$ cat src/rtl/tetris_input_ctrl.sv
// tetris_input_ctrl: keycode to one-frame command pulses with DAS auto-repeat, plus level-scaled gravity tick.
// Ports:
//   frame_clk    frame clock, all state updates on posedge
//   Reset        synchronous active-high reset
//   keycode      USB HID keycode, 0x00 = no key
//   enable       game running; low pauses pulses and gravity
//   level        game level 0..15, sets gravity period
//   move_left    pulse for A (0x04), auto-repeats
//   move_right   pulse for D (0x07), auto-repeats
//   rotate       pulse for W (0x1A), once per press
//   soft_drop    pulse for S (0x16), repeats while held
//   hard_drop    pulse for space (0x2C), once per press
//   gravity_tick pulse, piece falls one row
module tetris_input_ctrl #(
    parameter int DAS_DELAY   = 10,
    parameter int DAS_PERIOD  = 3,
    parameter int SOFT_PERIOD = 2,
    parameter int GRAV_BASE   = 50,
    parameter int GRAV_STEP   = 4,
    parameter int GRAV_MIN    = 4
) (
    input  logic       frame_clk,
    input  logic       Reset,
    input  logic [7:0] keycode,
    input  logic       enable,
    input  logic [3:0] level,
    output logic       move_left,
    output logic       move_right,
    output logic       rotate,
    output logic       soft_drop,
    output logic       hard_drop,
    output logic       gravity_tick
);
    localparam logic [7:0] K_LEFT   = 8'h04;
    localparam logic [7:0] K_RIGHT  = 8'h07;
    localparam logic [7:0] K_ROT    = 8'h1A;
    localparam logic [7:0] K_SOFT   = 8'h16;
    localparam logic [7:0] K_HARD   = 8'h2C;
    localparam logic [7:0] DLY_END  = 8'(DAS_DELAY - 1);
    localparam logic [7:0] DAS_END  = 8'(DAS_PERIOD - 1);
    localparam logic [7:0] SOFT_END = 8'(SOFT_PERIOD - 1);
    localparam logic [9:0] G_BASE   = 10'(GRAV_BASE);
    localparam logic [9:0] G_STEP   = 10'(GRAV_STEP);
    localparam logic [9:0] G_MIN    = 10'(GRAV_MIN);

    typedef enum logic [1:0] {IDLE, DELAY, REPEAT, HOLD} state_t;

    state_t     state, state_n;
    logic [7:0] key, key_n, das_cnt, das_n, pulse_key;
    logic [9:0] grav_cnt, grav_n, sub, diff, period, grav_end;
    logic       mapped, press, due, mv, drop, tick_n;

    assign mapped = keycode == K_LEFT || keycode == K_RIGHT || keycode == K_ROT ||
                    keycode == K_SOFT || keycode == K_HARD;
    // a different mapped key while one is held restarts the FSM as a fresh press
    assign press  = mapped && (state == IDLE || keycode != key);

    always_comb begin
        state_n   = state;
        key_n     = key;
        das_n     = das_cnt;
        pulse_key = '0;
        if (!enable || (!press && !mapped)) begin
            state_n = IDLE;
            key_n   = '0;
            das_n   = '0;
        end else if (press) begin
            pulse_key = keycode;
            key_n     = keycode;
            das_n     = '0;
            state_n   = (keycode == K_LEFT || keycode == K_RIGHT) ? DELAY :
                        (keycode == K_SOFT) ? REPEAT : HOLD;
        end else if (state == DELAY) begin
            pulse_key = (das_cnt == DLY_END) ? key : '0;
            state_n   = (das_cnt == DLY_END) ? REPEAT : DELAY;
            das_n     = (das_cnt == DLY_END) ? '0 : das_cnt + 8'd1;
        end else if (state == REPEAT) begin
            pulse_key = (das_cnt == ((key == K_SOFT) ? SOFT_END : DAS_END)) ? key : '0;
            das_n     = (das_cnt == ((key == K_SOFT) ? SOFT_END : DAS_END)) ? '0 : das_cnt + 8'd1;
        end
    end

    // period = max(GRAV_MIN, GRAV_BASE - level*GRAV_STEP), clamping on unsigned underflow
    assign sub      = {6'd0, level} * G_STEP;
    assign diff     = G_BASE - sub;
    assign period   = (sub > G_BASE || diff < G_MIN) ? G_MIN : diff;
    assign grav_end = period - 10'd1;
    // >= so a level change that shrinks the period below the count fires on the next cycle
    assign due      = grav_cnt >= grav_end;
    assign mv       = pulse_key == K_LEFT || pulse_key == K_RIGHT || pulse_key == K_ROT;
    assign drop     = pulse_key == K_SOFT || pulse_key == K_HARD;

    // a due tick colliding with a move is deferred by holding the count
    always_comb begin
        grav_n = !enable ? grav_cnt : drop ? '0 : !due ? grav_cnt + 10'd1 : mv ? grav_cnt : '0;
        tick_n = enable && !drop && due && !mv;
    end

    always_ff @(posedge frame_clk) begin
        if (Reset) begin
            state        <= IDLE;
            key          <= '0;
            das_cnt      <= '0;
            grav_cnt     <= '0;
            move_left    <= 1'b0;
            move_right   <= 1'b0;
            rotate       <= 1'b0;
            soft_drop    <= 1'b0;
            hard_drop    <= 1'b0;
            gravity_tick <= 1'b0;
        end else begin
            state        <= state_n;
            key          <= key_n;
            das_cnt      <= das_n;
            grav_cnt     <= grav_n;
            move_left    <= pulse_key == K_LEFT;
            move_right   <= pulse_key == K_RIGHT;
            rotate       <= pulse_key == K_ROT;
            soft_drop    <= pulse_key == K_SOFT;
            hard_drop    <= pulse_key == K_HARD;
            gravity_tick <= tick_n;
        end
    end
endmodule
$ cat config.mk
export PLATFORM = sky130hd
export DESIGN_NAME = tetris_input_ctrl
export DESIGN_NICKNAME = d
export VERILOG_FILES = /design/src/rtl/tetris_input_ctrl.sv
export SDC_FILE = /design/constraint.sdc
export NUM_CORES = 1
export LEC_CHECK = 0
export ABC_AREA = 0
export CAP_MARGIN = 20
export CORE_MARGIN = 2
export CORE_UTILIZATION = 60
export DETAILED_ROUTE_END_ITERATION = 7
export DONT_BUFFER_PORTS = 1
export PLACE_DENSITY = 0.87
export SLEW_MARGIN = 10
export SYNTH_ARGS = -nofsm -noshare
export SYNTH_HDL_FRONTEND = slang
export SYNTH_SLANG_ARGS = --single-unit
export TNS_END_PERCENT = 100
$ cat constraint.sdc
create_clock -name frame_clk -period 6.65 [get_ports frame_clk]
set_input_delay 1.995 -clock frame_clk [delete_from_list [all_inputs] [get_ports frame_clk]]
set_output_delay 1.995 -clock frame_clk [all_outputs]
set_load 0.1 [all_outputs]
==> results of run 1 <==
[placed cells by master (no fill, tap or decap), drive strengths merged, types with 5 or more instances in the layout]
cell	instances
nor3	5
xor2	9
conb	6
nor3b	6
inv	18
o21ai	13
nand2b	7
dfxtp	34
clkbuf	7
ha	16
nand3	13
nand4	5
nand2	20
nor2	25
and3	12
a21oi	10
[through the flow]
stage / setup WS, ns / instance area (sq um)
after detailed placement: 1.90 / 2300
after floorplan: 2.20 / 2280
after global placement: 2.03 / 2300
after global routing: 1.99 / 2370
after CTS: 2.18 / 2370
final: 2.18 / 2370
[layout make-up]
cell class | count | share of cell area [%]
multi-input cells | 208 | 62.8
flip-flops and latches | 34 | 28.7
clock buffers | 7 | 3.21
inverters | 18 | 2.85
well taps | 48 | 2.53
[how the worst max path moves through the flow]
stage	start	endpoint	slack, ns	cells past startpoint
after floorplan	level[0]	grav_cnt[3]	2.20	12
after global routing	level[0]	grav_cnt[7]	1.99	12
after detailed placement	level[0]	grav_cnt[4]	1.90	12
final	level[0]	grav_cnt[4]	2.18	12
after CTS	level[0]	grav_cnt[4]	2.18	12
after global placement	level[0]	grav_cnt[3]	2.03	12
[cell families (layout without fill, tap and decap cells)]
| logic type | Yosys count | count (layout) | synth area share [%] |
|---|---|---|---|
| flip-flops | 34 | 34 | 30.0 |
| other | 2 | 6 | 0.331 |
| XOR/XNOR | 9 | 9 | 3.48 |
| AO/OA/AOI/OAI | 56 | 56 | 22.0 |
| adder cells (fa/ha/maj) | 16 | 16 | 8.83 |
| multiplexers | 4 | 4 | 1.82 |
| buffers and inverters | 25 | 25 | 4.91 |
| AND/OR/NAND/NOR | 117 | 117 | 28.6 |
[worst max-delay path, delay by kind of cell]
| family | cells | cell delay [ns] |
|---|---|---|
| AOI/OAI and AO/OA | 5 | 1.49 |
| adders and majority gates | 2 | 0.36 |
| buffers and inverters | 1 | 0.02 |
| muxes | 1 | 0.07 |
| and+or+nand+nor | 3 | 0.74 |
[state kept, by name, summed over array words and instances (netlist names)]
register      count
grav_cnt         10
das_cnt           8
key               8
state             2
gravity_tick      1
hard_drop         1
move_left         1
move_right        1
rotate            1
soft_drop         1
[power by group through the flow]
stage                     Sequential, W  Clock (W)  Combinational [W]
after floorplan                0.000212          0          0.0000291
after global placement         0.000213          0          0.0000283
after detailed placement       0.000213          0          0.0000297
after CTS                      0.000208   0.000145          0.0000300
after global routing           0.000209   0.000154          0.0000337
final                          0.000208   0.000142          0.0000300
[metal layers]
metal  up-vias  GRT usage [%]  wire [um]  part of all wire, %
li1        958              -          -                    -
met1       911           28.1       2050                   43
met2        36           43.4       2400                   51
met3         7           5.48        214                  4.5
met4         0           6.77         61                  1.3
met5         -              0          0                    0
==> summary.txt, run 1 <==
Route
  – DR WL/cell: 15.0 um
  – WL final: 4730 um
  – Via count: 1912
  – Initial drt markers: 74
  – Post-DRT Antenna Nets: 0
  – DRT Pass-1 Iters: 4
  – Vias/cell: 6.07
  – Final routed DRC violation total: 0

Power and ir drop
  – PnR Total Power: 0.000381 W
  – Internal power: 0.000291 W
  – VDD IR-drop max: 0.142 mV
  – Combinational power share: 7.9%
  – Pwr/cell area: 160 nW/um^2
  – Psw: 0.0000897 W
  – Flop pwr share: 54.7%
  – Clock power share: 37.4%
  – Net Sw Frac: 23.6%
  – Leak pwr: 0.930 nW

Worst setup path
  – Crit path max fanout: 9
  – Crit path largest cell delay: 0.61 ns
  – Critical Path AT: 4.68 ns
  – Crit Reg-Reg Startpoint: grav_cnt[5]
  – Worst Setup End Kind: flip-flop
  – RR Endpoint: grav_cnt[4]
  – Reg2reg path depth: 8
  – Critical path launch point type: primary input
  – Reg2Reg Setup Slack: 3.87 ns
  – CP most frequent cell: ha_1
  – Req. time, crit path: 6.86 ns
  – CP max-delay cell: a2111oi_4
  – Crit path cell chain: inv_1 > ha_1 > nor2_1 > mux2i_1 > ha_1 > or3_1 > a221oi_2 > o21ai_1 > a221o_1 > a2111oi_4 > nand2_2 > o221ai_2
  – Critical path type: in -> reg

STA
  – Relative slew slack: 36.9%
  – Slew Limit Fails: 0
  – Final hold slack: 0.504 ns
  – RSZ-0062 raised after global routing: false
  – Tcrit/Tclk final: 67.3%
  – Setup TNS: 0 ns
  – Clock skew: 0.00276 ns
  – Setup violations, final: 0
  – Pin slew with the least headroom to its limit: 0.945 ns
  – Fmax achieved: 224 MHz
  – Fin crit period: 4.47 ns
  – Fin. Hold Viols: 0

Worst hold path
  – Min-delay src: state[1]
  – Hold Path Sink: state[1]
  – HP Class: reg -> reg
  – Hold depth: 2

Final layout
  – Area of the multi-input gates: 1490 sq um
  – Final Util: 65.4%
  – FF/Latch Area: 681 sq um
  – Final net count: 298
  – Final cell count without fillers: 315
  – Antenna cells: 0
  – Layout fillers: 325
  – Layout cells sized above 1: 8.99%
  – Syn-to-layout area delta: 4.75%

Synthesis
  – Synth Warn #: 0
  – FF+latch count, synth: 34
  – Most common library cells after synthesis: dfxtp_1 (34), nor2_1 (25), nand2_1 (19)
  – EDFF count, synth: 0
  – Sequential share of the synthesized area: 30.0%
  – Syn avg cell area: 8.62 sq um
  – Synth top area share: 30.0%
  – Cell type with the largest total area after synthesis: dfxtp_1
  – Post-Syn Instances: 263
  – Share of flip-flops with an asynchronous set or reset: 0%
  – Unique masters post-synth: 61
  – Most common cell in the netlist: dfxtp_1
  – Synth area leaders: dfxtp_1 (30%), ha_1 (8.8%), nor2_1 (4.1%)
  – Synthesized area: 2270 sq um
  – Synth Flop Type: dfxtp_1

Clock tree
  – Worst-Skew Late Latency: 0.29 ns
  – Clock buffer depth: 2
  – Post-CTS setup buffers: 0
  – CTS Buf Count: 5
  – Post-CTS Hold Buffers: 0
  – H-tree depth: 2
  – Clock tree from TritonCTS: built
  – Clock root cell: clkbuf_8
  – CTS sink cnt: 34
  – CTS resizes: 0
  – Clk pin slew, worst setup/hold paths: 0.06 ns

Placement
  – Routability-driven placement congestion ratio: 0.859
  – Port Buf Inserts: 0
  – Final HPWL DP: 3580 um
  – Placed Cells: 308

Flow run
  – Max Cap Violations: 0

GRT
  – Initial antenna violation count: 0
  – Largest net degree at the start of global routing: 15
  – GRT overflow: 0
  – Vias in the first global route: 1837
  – Total track usage: 23.9%
  – First-pass GRT wire length: 7980 um

Floorplanning
  – Ports: 21
  – Starting density of the core: 62.4%
  – Die ar.: 4290 sq um
  – Rows: 22
  – Die Width: 65.5 um
  – DIE HEIGHT: 65.5 um
  – Core box area: 3630 sq um

Outcome
  – Outcome: completed
Power figures use the tool's default switching activity.
==> run 2: changes to the inputs <==
--- a/config.mk
+++ b/config.mk
@@ -8,10 +8,10 @@
 export ABC_AREA = 0
 export CAP_MARGIN = 20
 export CORE_MARGIN = 2
-export CORE_UTILIZATION = 60
+export CORE_UTILIZATION = 57
 export DETAILED_ROUTE_END_ITERATION = 7
 export DONT_BUFFER_PORTS = 1
-export PLACE_DENSITY = 0.87
+export PLACE_DENSITY = 0.86
 export SLEW_MARGIN = 10
 export SYNTH_ARGS = -nofsm -noshare
 export SYNTH_HDL_FRONTEND = slang
==> constraint.sdc (replaced) <==
create_clock -name frame_clk -period 3.8 [get_ports frame_clk]
set_input_delay 1.14 -clock frame_clk [delete_from_list [all_inputs] [get_ports frame_clk]]
set_output_delay 1.14 -clock frame_clk [all_outputs]
set_load 0.1 [all_outputs]
==> summary.txt, run 2 (same netlist as run 1, synthesis figures left out) <==
Outcome
  – Outcome: completed

STA
  – Pin slew with the least headroom to its limit: 0.952 ns
  – Final hold slack: 0.512 ns
  – Final setup margin: 0.376 ns
  – RSZ-0062 raised after global routing: false
  – Clock skew: 0.00305 ns
  – Relative slew slack: 36.5%
  – Setup TNS: 0 ns
  – Tcrit/Tclk final: 90.1%
  – Setup violations, final: 0
  – Fin. Hold Viols: 0
  – Slew Limit Fails: 0
  – Fmax achieved: 292 MHz
  – Fin crit period: 3.42 ns

Clock tree
  – Post-CTS setup buffers: 0
  – Clock tree from TritonCTS: built
  – CTS resizes: 0
  – CTS Buf Count: 5
  – Clock root cell: clkbuf_8
  – H-tree depth: 2
  – Post-CTS Hold Buffers: 0
  – Worst-Skew Late Latency: 0.29 ns
  – CTS sink cnt: 34
  – Clock buffer depth: 2
  – Clk pin slew, worst setup/hold paths: 0.07 ns

Power and ir drop
  – VDD IR-drop max: 0.265 mV
  – Leak pwr: 0.945 nW
  – Pwr/cell area: 290 nW/um^2

Placement
  – Dpl ws: 0.139 ns
  – Port Buf Inserts: 0
  – Final HPWL DP: 3470 um
  – Routability-driven placement congestion ratio: 0.872

Worst setup path
  – CP max-delay cell: or3b_1
  – Req. time, crit path: 3.96 ns
  – Crit path max fanout: 9
  – CP Buf/Inv Count: 1
  – Critical path launch point type: primary input
  – Crit path largest cell delay: 0.43 ns
  – Crit path cell chain: inv_1 > ha_1 > nor2_1 > mux2i_1 > ha_1 > or3_1 > a221oi_2 > o21ai_1 > a221o_1 > a21boi_1 > or3b_1 > mux2i_1
  – Critical path type: in -> reg
  – Critical Path AT: 3.58 ns
  – Largest delay share family, worst path: simple AND/OR/NAND/NOR gates
  – Worst Setup End Kind: flip-flop

Floorplanning
  – Die Width: 67.1 um
  – DIE HEIGHT: 67.1 um
  – Die ar.: 4500 sq um
  – Starting density of the core: 60.6%
  – Core box area: 3740 sq um
  – Rows: 22
  – Ports: 21

Final layout
  – Final Util: 64.0%
  – Commonest non-fill, non-tap cell in the layout: dfxtp_1
  – Max FFs per register: 10
  – Layout fillers: 325
  – Final net count: 299
  – Top flop regs: grav_cnt: 10 flops, das_cnt: 8 flops, key: 8 flops
  – Syn-to-layout area delta: 5.74%
  – Largest Register: grav_cnt
  – Layout cells sized above 1: 10.0%
  – Antenna cells: 0
  – Most frequent cells in the layout: dfxtp_1 (34), nor2_1 (25), nand2_1 (19), inv_1 (18), ha_1 (16)

Flow run
  – Max Cap Violations: 0

Route
  – DRT Pass-1 Iters: 5
  – DR WL/cell: 14.8 um
  – Via count: 1947
  – Vias/cell: 6.14
  – Initial drt markers: 70
  – Post-DRT Antenna Nets: 0
  – Final routed DRC violation total: 0
  – WL final: 4710 um

GRT
  – Initial antenna violation count: 0
  – Total track usage: 23.5%
  – First-pass GRT wire length: 7910 um
  – Largest net degree at the start of global routing: 15
  – GRT overflow: 0
  – Vias in the first global route: 1856

Worst hold path
  – HP Class: reg -> reg
## run 2: cell types whose count changed in the layout (fill, tap and decap cells not counted)
cell      before  now
buf_4          0    1
clkinv_2       0    1
clkbuf_8       5    6
clkbuf_1       2    1
## run 2: cell type report
cell class / instances / area, sq um / share of cell area [%]
multi-input cells: 208 / 1490 / 62.2
flip-flops and latches: 34 / 681 / 28.4
clock buffers: 7 / 86.3 / 3.60
inverters: 18 / 67.6 / 2.82
well taps: 48 / 60.1 / 2.51
repair buffers: 1 / 7.51 / 0.313
clock inverters: 1 / 5.00 / 0.209
## run 2: path summary, 6_finish.rpt
kind | from | endpoint | slack, ns | depth (start not counted)
worst min-delay path | state[1] | state[1] | 0.51 | 2
worst min register to register | state[1] | state[1] | 0.51 | 2
worst max-delay path | level[0] | grav_cnt[0] | 0.38 | 12
worst max register to register | state[1] | grav_cnt[4] | 1.14 | 9
## run 2: through the flow
stage | area, sq um | instances | power [W]
finish | 2400 | 317 | 0.000696
global route | 2400 | 317 | 0.000723
CTS | 2400 | 317 | 0.000702
detailed placement | 2310 | 309 | 0.000424
global placement | 2310 | 309 | 0.000423
floorplan | 2280 | 267 | 0.000422
## run 2: power breakdown
group | internal, W | switching, W
clock network | 0.000146 | 0.000133
registers | 0.000360 | 0.00000451
logic | 0.0000237 | 0.0000288
## run 2: metal layers
| metal | vias to the layer above | wire [um] | track usage [%] |
|---|---|---|---|
| met4 | 0 | 161 | 14.3 |
| li1 | 958 | - | - |
| met2 | 65 | 2250 | 38.9 |
| met5 | - | 0 | 0 |
| met3 | 17 | 274 | 6.08 |
| met1 | 907 | 2020 | 26.8 |
## run 2: worst register-to-register path, cell delays in order (launching register included)
cell and delay (ns):
dfxtp_1 0.36, inv_1 0.07, ha_1 0.23, nor2_1 0.15
and4b_1 0.24, a21boi_0 0.31, o311a_1 0.31, a21boi_1 0.12
or3b_1 0.57, o221ai_2 0.24
